File: config.mk
export PLATFORM = sky130hd
export DESIGN_NAME = stopwatch_core
export DESIGN_NICKNAME = d
export VERILOG_FILES = /design/src/rtl/stopwatch_pkg.sv /design/src/rtl/stopwatch_bcd_digit.sv /design/src/rtl/stopwatch_core.sv
export SDC_FILE = /design/constraint.sdc
export NUM_CORES = 1
export LEC_CHECK = 0
export CORE_UTILIZATION = 55
export DETAILED_ROUTE_END_ITERATION = 16
export PLACE_DENSITY_LB_ADDON = 0.25
export SLEW_MARGIN = 20
export SYNTH_ARGS = -nofsm -noshare
export SYNTH_HDL_FRONTEND = slang
export SYNTH_HIERARCHICAL = 1
export SYNTH_SLANG_ARGS = --single-unit
File: constraint.sdc
create_clock -name clk -period 11.5 [get_ports clk]
set_input_delay 1.15 -clock clk [delete_from_list [all_inputs] [get_ports clk]]
set_output_delay 1.15 -clock clk [all_outputs]
set_load 0.01 [all_outputs]
File: src/rtl/stopwatch_pkg.sv
// Shared types and digit limits for the MM:SS stopwatch core.
package stopwatch_pkg;

  typedef enum logic [1:0] {
    IDLE  = 2'd0,
    RUN   = 2'd1,
    PAUSE = 2'd2
  } state_t;

  localparam logic [3:0] ONES_MAX = 4'd9;
  localparam logic [3:0] TENS_MAX = 4'd5;

endpackage

File: src/rtl/stopwatch_bcd_digit.sv
// Single mod-(MAX+1) BCD digit; carry asserts on the enable that rolls it over.
module bcd_digit #(
  parameter logic [3:0] MAX = 4'd9
) (
  input  logic       clk,
  input  logic       reset,
  input  logic       clr,
  input  logic       en,
  output logic [3:0] q,
  output logic       carry
);

  logic [3:0] q_q;
  logic [3:0] q_d;

  always_comb begin
    q_d = q_q;
    if (clr) begin
      q_d = 4'd0;
    end else if (en) begin
      q_d = (q_q == MAX) ? 4'd0 : q_q + 4'd1;
    end
  end

  always_ff @(posedge clk) begin
    if (reset) begin
      q_q <= 4'd0;
    end else begin
      q_q <= q_d;
    end
  end

  assign q     = q_q;
  assign carry = en && (q_q == MAX);

endmodule

File: src/rtl/stopwatch_core.sv
// MM:SS stopwatch: IDLE/RUN/PAUSE control, seconds prescaler and four
// chained BCD digits that all update on the same clock edge.
module stopwatch_core
  import stopwatch_pkg::*;
#(
  parameter int unsigned DIV = 50_000_000
) (
  input  logic       clk,
  input  logic       reset,
  input  logic       start_stop,
  input  logic       clear,
  output logic [3:0] sec_ones,
  output logic [3:0] sec_tens,
  output logic [3:0] min_ones,
  output logic [3:0] min_tens,
  output logic       running,
  output logic       wrap,
  output state_t     state_dbg
);

  localparam int PW = (DIV > 1) ? $clog2(DIV) : 1;
  localparam logic [PW-1:0] PRESC_MAX = PW'(DIV - 1);

  state_t        state_q, state_d;
  logic [PW-1:0] presc_q, presc_d;
  logic          ss_q;
  logic          armed_q, armed_d;
  logic          running_q, running_d;
  logic          wrap_q, wrap_d;

  logic          ss_edge;
  logic          sec_tick;
  logic          digit_clr;
  logic          c_so, c_st, c_mo, c_mt;

  // A button still held from before reset must be released once before
  // its next rising edge can count.
  assign ss_edge  = start_stop && !ss_q && armed_q;
  assign sec_tick = (state_q == RUN) && (presc_q == PRESC_MAX);
  assign armed_d  = armed_q || !start_stop;

  always_ff @(posedge clk) begin
    if (reset) begin
      state_q   <= IDLE;
      presc_q   <= '0;
      ss_q      <= 1'b0;
      armed_q   <= 1'b0;
      running_q <= 1'b0;
      wrap_q    <= 1'b0;
    end else begin
      state_q   <= state_d;
      presc_q   <= presc_d;
      ss_q      <= start_stop;
      armed_q   <= armed_d;
      running_q <= running_d;
      wrap_q    <= wrap_d;
    end
  end

  always_comb begin
    state_d = state_q;
    if (clear) begin
      state_d = IDLE;
    end else if (ss_edge) begin
      case (state_q)
        IDLE:    state_d = RUN;
        RUN:     state_d = PAUSE;
        PAUSE:   state_d = RUN;
        default: state_d = IDLE;
      endcase
    end
  end

  always_comb begin
    running_d = (state_d == RUN);
    digit_clr = clear || (state_q == IDLE);
    wrap_d    = c_mt && !clear;
    presc_d   = presc_q;
    if (digit_clr) begin
      presc_d = '0;
    end else if (state_q == RUN) begin
      presc_d = sec_tick ? '0 : presc_q + 1'b1;
    end
  end

  bcd_digit #(.MAX(ONES_MAX)) u_sec_ones (
    .clk(clk), .reset(reset), .clr(digit_clr), .en(sec_tick),
    .q(sec_ones), .carry(c_so)
  );

  bcd_digit #(.MAX(TENS_MAX)) u_sec_tens (
    .clk(clk), .reset(reset), .clr(digit_clr), .en(c_so),
    .q(sec_tens), .carry(c_st)
  );

  bcd_digit #(.MAX(ONES_MAX)) u_min_ones (
    .clk(clk), .reset(reset), .clr(digit_clr), .en(c_st),
    .q(min_ones), .carry(c_mo)
  );

  bcd_digit #(.MAX(TENS_MAX)) u_min_tens (
    .clk(clk), .reset(reset), .clr(digit_clr), .en(c_mo),
    .q(min_tens), .carry(c_mt)
  );

  assign running   = running_q;
  assign wrap      = wrap_q;
  assign state_dbg = state_q;

endmodule

=== Yosys cells after proc, flatten, opt, wreduce, memory -nomap -nowiden ===
Index checks and enable logic that the tools add are counted.
W data, S select, Z words.

* $add $sub $neg: 5
* Equal/unequal tests: 8
* Muxes and demuxes: 8
* Reduce and logical (&&, ||, !) cells: 16

{| class="wikitable"
|+ Operators with widths
! cell !! count
|-
| $add A26 B1 Y26 const B || 1
|-
| $eq A26 B26 Y1 const B || 1
|-
| $mux W26 || 1
|-
| $add A4 B1 Y4 const B || 4
|-
| $mux W4 || 4
|-
| $eq A4 B3 Y1 const B || 2
|-
| $eq A4 B4 Y1 const B || 2
|-
| $logic_and A1 B1 Y1 || 8
|-
| $eq A2 B1 Y1 const B || 2
|-
| $mux W2 || 2
|-
| $pmux W2 S2 || 1
|-
| $reduce_or A2 Y1 || 2
|-
| $logic_not A1 Y1 || 3
|-
| $eq A2 B2 Y1 const B || 1
|-
| $logic_not A2 Y1 || 1
|-
| $logic_or A1 B1 Y1 || 2
|}

* Flip-flop bits (word level): 48
* Output and inout port bits: 20
* Logic and storage cells: 47

=== Longest topological paths before layout ===
* Depth in word-level cells: 7
* Depth in mapped cells: 14
* Gate-level depth less buffers: 14

=== By module ===
Netlist, hierarchy kept.

{| class="wikitable"
|+ By module, submodules not included
! module !! instances !! cells an instance !! area each (sq um)
|-
| stopwatch_core || 1 || 174 || 1526.5
|-
| bcd_digit at u_min_ones ... || 2 || 20 || 188.9
|-
| bcd_digit at u_min_tens ... || 2 || 19 || 186.4
|}

=== Worst setup path before layout ===
Ideal clock, no wire load.

* Kind: flip-flop to flip-flop
* From: register presc_q[8]
* To: register u_min_tens.q_q[1], in the netlist u_min_tens/q[1]
* Arrival time: 3.731 ns
* Setup slack: 7.690 ns
* Stages on the path, launching flop included: 14
* Buffers on the path: 0
* Clock period less this slack: 3.810 ns
* Path through: dfxtp_1 or4_1 nor4_1 nand4_1 nor2_1 nand2_2 nor3b_1 nand2_2 nor3_1 nand2_2 nor3b_1 nand2_2 or3b_1 a211oi_2

* Longest elaborated chain between the ends: 5

{| class="wikitable"
|+ RTL lines
! what !! RTL line !! text
|-
| start: declaration || stopwatch_core.sv:25 || <nowiki>logic [PW-1:0] presc_q, presc_d;</nowiki>
|-
| start signal: assignment || stopwatch_core.sv:52 || <nowiki>presc_q <= presc_d;</nowiki>
|-
| $eq A26 B26 Y1 || stopwatch_core.sv:39 || <nowiki>assign sec_tick = (state_q == RUN) && (presc_q == PRESC_MAX);</nowiki>
|-
| $logic_and A1 B1 Y1 || stopwatch_core.sv:39 ||
|-
| via sec_tick || stopwatch_core.sv:32 || <nowiki>logic sec_tick;</nowiki>
|-
| $logic_and A1 B1 Y1 || stopwatch_bcd_digit.sv:34 || <nowiki>assign carry = en && (q_q == MAX);</nowiki>
|-
| via c_so || stopwatch_core.sv:34 || <nowiki>logic c_so, c_st, c_mo, c_mt;</nowiki>
|-
| $logic_and A1 B1 Y1 || stopwatch_bcd_digit.sv:34 ||
|-
| via c_st || stopwatch_core.sv:34 ||
|-
| $logic_and A1 B1 Y1 || stopwatch_bcd_digit.sv:34 ||
|-
| via c_mo || stopwatch_core.sv:34 ||
|-
| end signal: assignment || stopwatch_bcd_digit.sv:29 || <nowiki>q_q <= q_d;</nowiki>
|-
| end: declaration || stopwatch_bcd_digit.sv:13 || <nowiki>logic [3:0] q_q;</nowiki>
|}

The timed path passes the listed nets, and every way through them passes these cells.
A chain may end at the register's enable or synchronous reset.

=== Final worst setup path ===
* From: register presc_q[0]
* To: register u_min_tens.q_q[1], in the netlist u_min_tens/q[1]

The elaborated chain is that of the path after synthesis.

==> impl_metrics.toml <==
[placement]
place_hpwl_um = 3010
dpl-instance-area_mm2 = 0.00254
port_buffers = 23
routabilityCongestion = 0.893
dp_cells = 320

[cells_and_area]
syn_to_final_growth_pct = 15.8
multi_input_area_mm2 = 0.00127
layout-drive-gt1-share_pct = 10.8
nFillCells = 334
final_cell_area_mm2 = 0.00264
seq_area_um2 = 961
layoutNonFillerInstCount = 328
final_util_pct = 65.9
nNetsFinal = 282
antenna_cells = 0

[critical_path]
endpoint_kind = "flop"
criticalPathCategory = "reg2reg"
r2r_cells = 14
rrSetupSlack_ns = 6.99
cp_data_required_time_ns = 11.72
timing.rr.start = "presc_q[0]$_SDFFE_PP0N_"
cp_max_fo = 7
arrival_ns = 4.73
setup.worst_path.start_class = "flop"
cp_slowest_cell = "nor3b_1"
path_common_cell = "nand2_2"
rr_endpoint = "u_min_tens/q[1]$_SDFFE_PP0P_"
crit_chain = "ha_1 -> nand2_1 -> nor2_1 -> nand4_1 -> nor2_1 -> nand2_2 -> nor3b_1 -> nand2_2 -> nor3_1 -> nand2_2 -> nor3b_1 -> nand2_2 -> or3b_1 -> a211oi_2"
slowest_delay_ns = 0.50

[grt]
grt_pass1_wl_um = 7200
grt.overflow.total = 0
grt_use_met1_pct = 26.3
grt_pass1_vias = 1644
grt_busiest_layer = "met2"
antenna_found_initial = 0
track_usage_pct = 21.1
grt_max_degree = 21
use_met3_pct = 4.48
met2_usage_pct = 35.2

[pwr]
power_leakage_nw = 0.844
combPwrFrac_pct = 2.2
totalPowerFinal_uw = 276
clockPowerShare_pct = 37.3
p_int_uw = 218
ir_worst_vdd_v = 0.0000714
power.density_mw_per_mm2 = 105
pwr-share-seq_pct = 60.5
p_sw_uw = 58.6
switching_share_pct = 21.2

[clock_network]
ctsHoldBuffers = 0
cts_root_buf = "clkbuf_8"
postCtsSetupRepairBufs = 0
insertion_delay_ns = 0.29
cts.sink_count = 48
clk_pin_slew_worst_paths_ns = 0.09
cts_buffers = 5
ctsHtreeMaxLevel = 2
clk_path_buf_depth = 2
cts_tree = "built"
post_cts_resized = 0

[sta]
setup_viol = 0
rsz0062_at_grt = "false"
maxSlewViolCount = 0
maxSlewHeadroom_pct = 44.7
worst_pin_slew_ns = 0.823
post-route-period-util_pct = 39.2
setup-tns-final_ns = 0
clock.fmax_mhz = 222
min_period_ns = 4.51
hold_viol_final = 0
fin_skew_ns = 0.00563

[drt]
drt-initial-drc-count = 118
first_pass_iters = 4
wirelength_um = 4280
vias = 1840
via_per_inst = 5.61
wl_per_cell_um = 13.1
ant_nets = 0
drc = 0

[yosys]
synthMuxAreaShare_pct = 0
synth_flop_cell = "dfxtp_1"
synthDistinctLibCells = 47
synth_fa_ha_area_share_pct = 0.549
ys_seq_area_share_pct = 42.2
synth-xor-area-share_pct = 11.9
yosys_warnings = 6
yosys.area_share.simple_pct = 34.9
syn-num-nets = 257
yosys_register_bits = 48
async_flop_share_pct = 0
synth_compound_area_share_pct = 8.41
synth_top_family_by_area = "simple AND/OR/NAND/NOR gates"
synth_enable_flop_cells = 0
syn_inst = 252
avgSynthCellArea_um2 = 9.04
synth_area_mm2 = 0.00228

[floorplan]
dieArea_mm2 = 0.00440
dieWidth_um = 66.3
die_h_um = 66.3
ios = 24
initial_core_util_pct = 56.9
row_count = 23
coreArea_mm2 = 0.00400

[hold_path]
hold_path_end = "armed_q$_SDFF_PP0_"
min_from = "armed_q$_SDFF_PP0_"
hold_path_depth = 2
hold_path.class = "reg2reg"

[flow_run]
drv_cap = 0

[outcome]
status = "finished clean"
## final cells by class
cell class / instances / share of cell area [%]
multi-input cells: 196 / 48.2
flip-flops and latches: 48 / 36.4
repair buffers: 24 / 9.02
clock buffers: 6 / 3.13
well taps: 50 / 2.37
clock inverters: 2 / 0.570
inverters: 2 / 0.285
## worst max path at each step
stage | from | to | slack (ns) | cells after the start
floorplan | presc_q[8]$_SDFFE_PP0N_ | u_min_tens/q[1]$_SDFFE_PP0P_ | 7.69 | 13
global placement | presc_q[0]$_SDFFE_PP0N_ | u_min_tens/q[1]$_SDFFE_PP0P_ | 7.32 | 14
detailed placement | presc_q[0]$_SDFFE_PP0N_ | u_min_tens/q[1]$_SDFFE_PP0P_ | 7.05 | 14
CTS | presc_q[0]$_SDFFE_PP0N_ | u_min_tens/q[1]$_SDFFE_PP0P_ | 7.03 | 14
global route | presc_q[1]$_SDFFE_PP0N_ | u_min_tens/q[1]$_SDFFE_PP0P_ | 6.55 | 14
finish | presc_q[0]$_SDFFE_PP0N_ | u_min_tens/q[1]$_SDFFE_PP0P_ | 6.99 | 14
## routing by layer
metal	part of all wire, %	wire [um]
met1	48	2070
met2	47	2000
met5	0	0
met4	1.6	67
met3	3.4	147
## cell usage in the layout (no fill, tap or decap), types with 3 or more instances in the layout
master / netlist / layout
a211oi_1: 4 / 4
o21ai_0: 9 / 9
a211oi_2: 4 / 4
and3_1: 3 / 3
nand4_1: 11 / 11
clkdlybuf4s50_1: 0 / 23
xnor2_1: 9 / 9
a21oi_1: 4 / 4
or2_2: 3 / 3
nand2_2: 4 / 4
nand4b_1: 3 / 3
clkbuf_8: 0 / 6
nor3_1: 11 / 11
nand3_1: 14 / 14
nand2_1: 17 / 17
nand3b_1: 3 / 3
nor2b_1: 9 / 9
dfxtp_1: 48 / 48
nor2_1: 33 / 33
xor2_1: 22 / 22
## worst max-delay path, delay by kind of cell (launching register included)
family,cells,cell delay (ns)
AND/OR/NAND/NOR,12,3.60
flip-flops,1,0.41
adder cells (fa/ha/maj),1,0.22
AO/OA/AOI/OAI,1,0.18
## flip-flops by register name, indices dropped and copies added (netlist names)
signal / cells
ss_q: 1
armed_q: 1
state_dbg: 2
wrap: 1
u_sec_tens/q: 4
presc_q: 26
running: 1
u_min_tens/q: 4
u_sec_ones/q: 4
u_min_ones/q: 4
## synthesized netlist by cell type (all sizes together), types with 4 or more instances
master	number	area, um2
nor2b	10	65.1
xnor2	9	78.8
a21oi	4	20.0
nor2	33	124
o21ai	10	53.8
nand4	11	68.8
nand3b	4	42.5
dfxtp	48	961
nor3	11	55.1
xor2	22	193
and3	4	26.3
a211oi	8	80.1
nand2	21	88.8
nand3	14	70.1
## power groups by stage
stage | logic [mW] | registers (mW) | clock network, mW
floorplan | 0.00268 | 0.171 | 0
finish | 0.00608 | 0.167 | 0.103
CTS | 0.00610 | 0.167 | 0.107
global route | 0.00665 | 0.167 | 0.113
detailed placement | 0.00607 | 0.171 | 0
global placement | 0.00600 | 0.171 | 0
## per-stage QoR
| stage | hold slack (ns) | worst slack, ns |
|---|---|---|
| final | 0.458 | 6.99 |
| after global placement | 0.439 | 7.32 |
| after global routing | 0.485 | 6.55 |
| after detailed placement | 0.448 | 7.05 |
| after floorplan | 0.424 | 7.69 |
| after CTS | 0.462 | 7.03 |
## logic make-up (layout without fill, tap and decap cells)
kind of cell / count (synthesis) / count (layout)
compound gates: 27 / 27
xor+xnor: 31 / 31
fa+ha+maj: 1 / 1
buf+inv: 8 / 34
flops: 48 / 48
simple gates: 137 / 137
No activity file was read; power rests on OpenSTA's default activity.
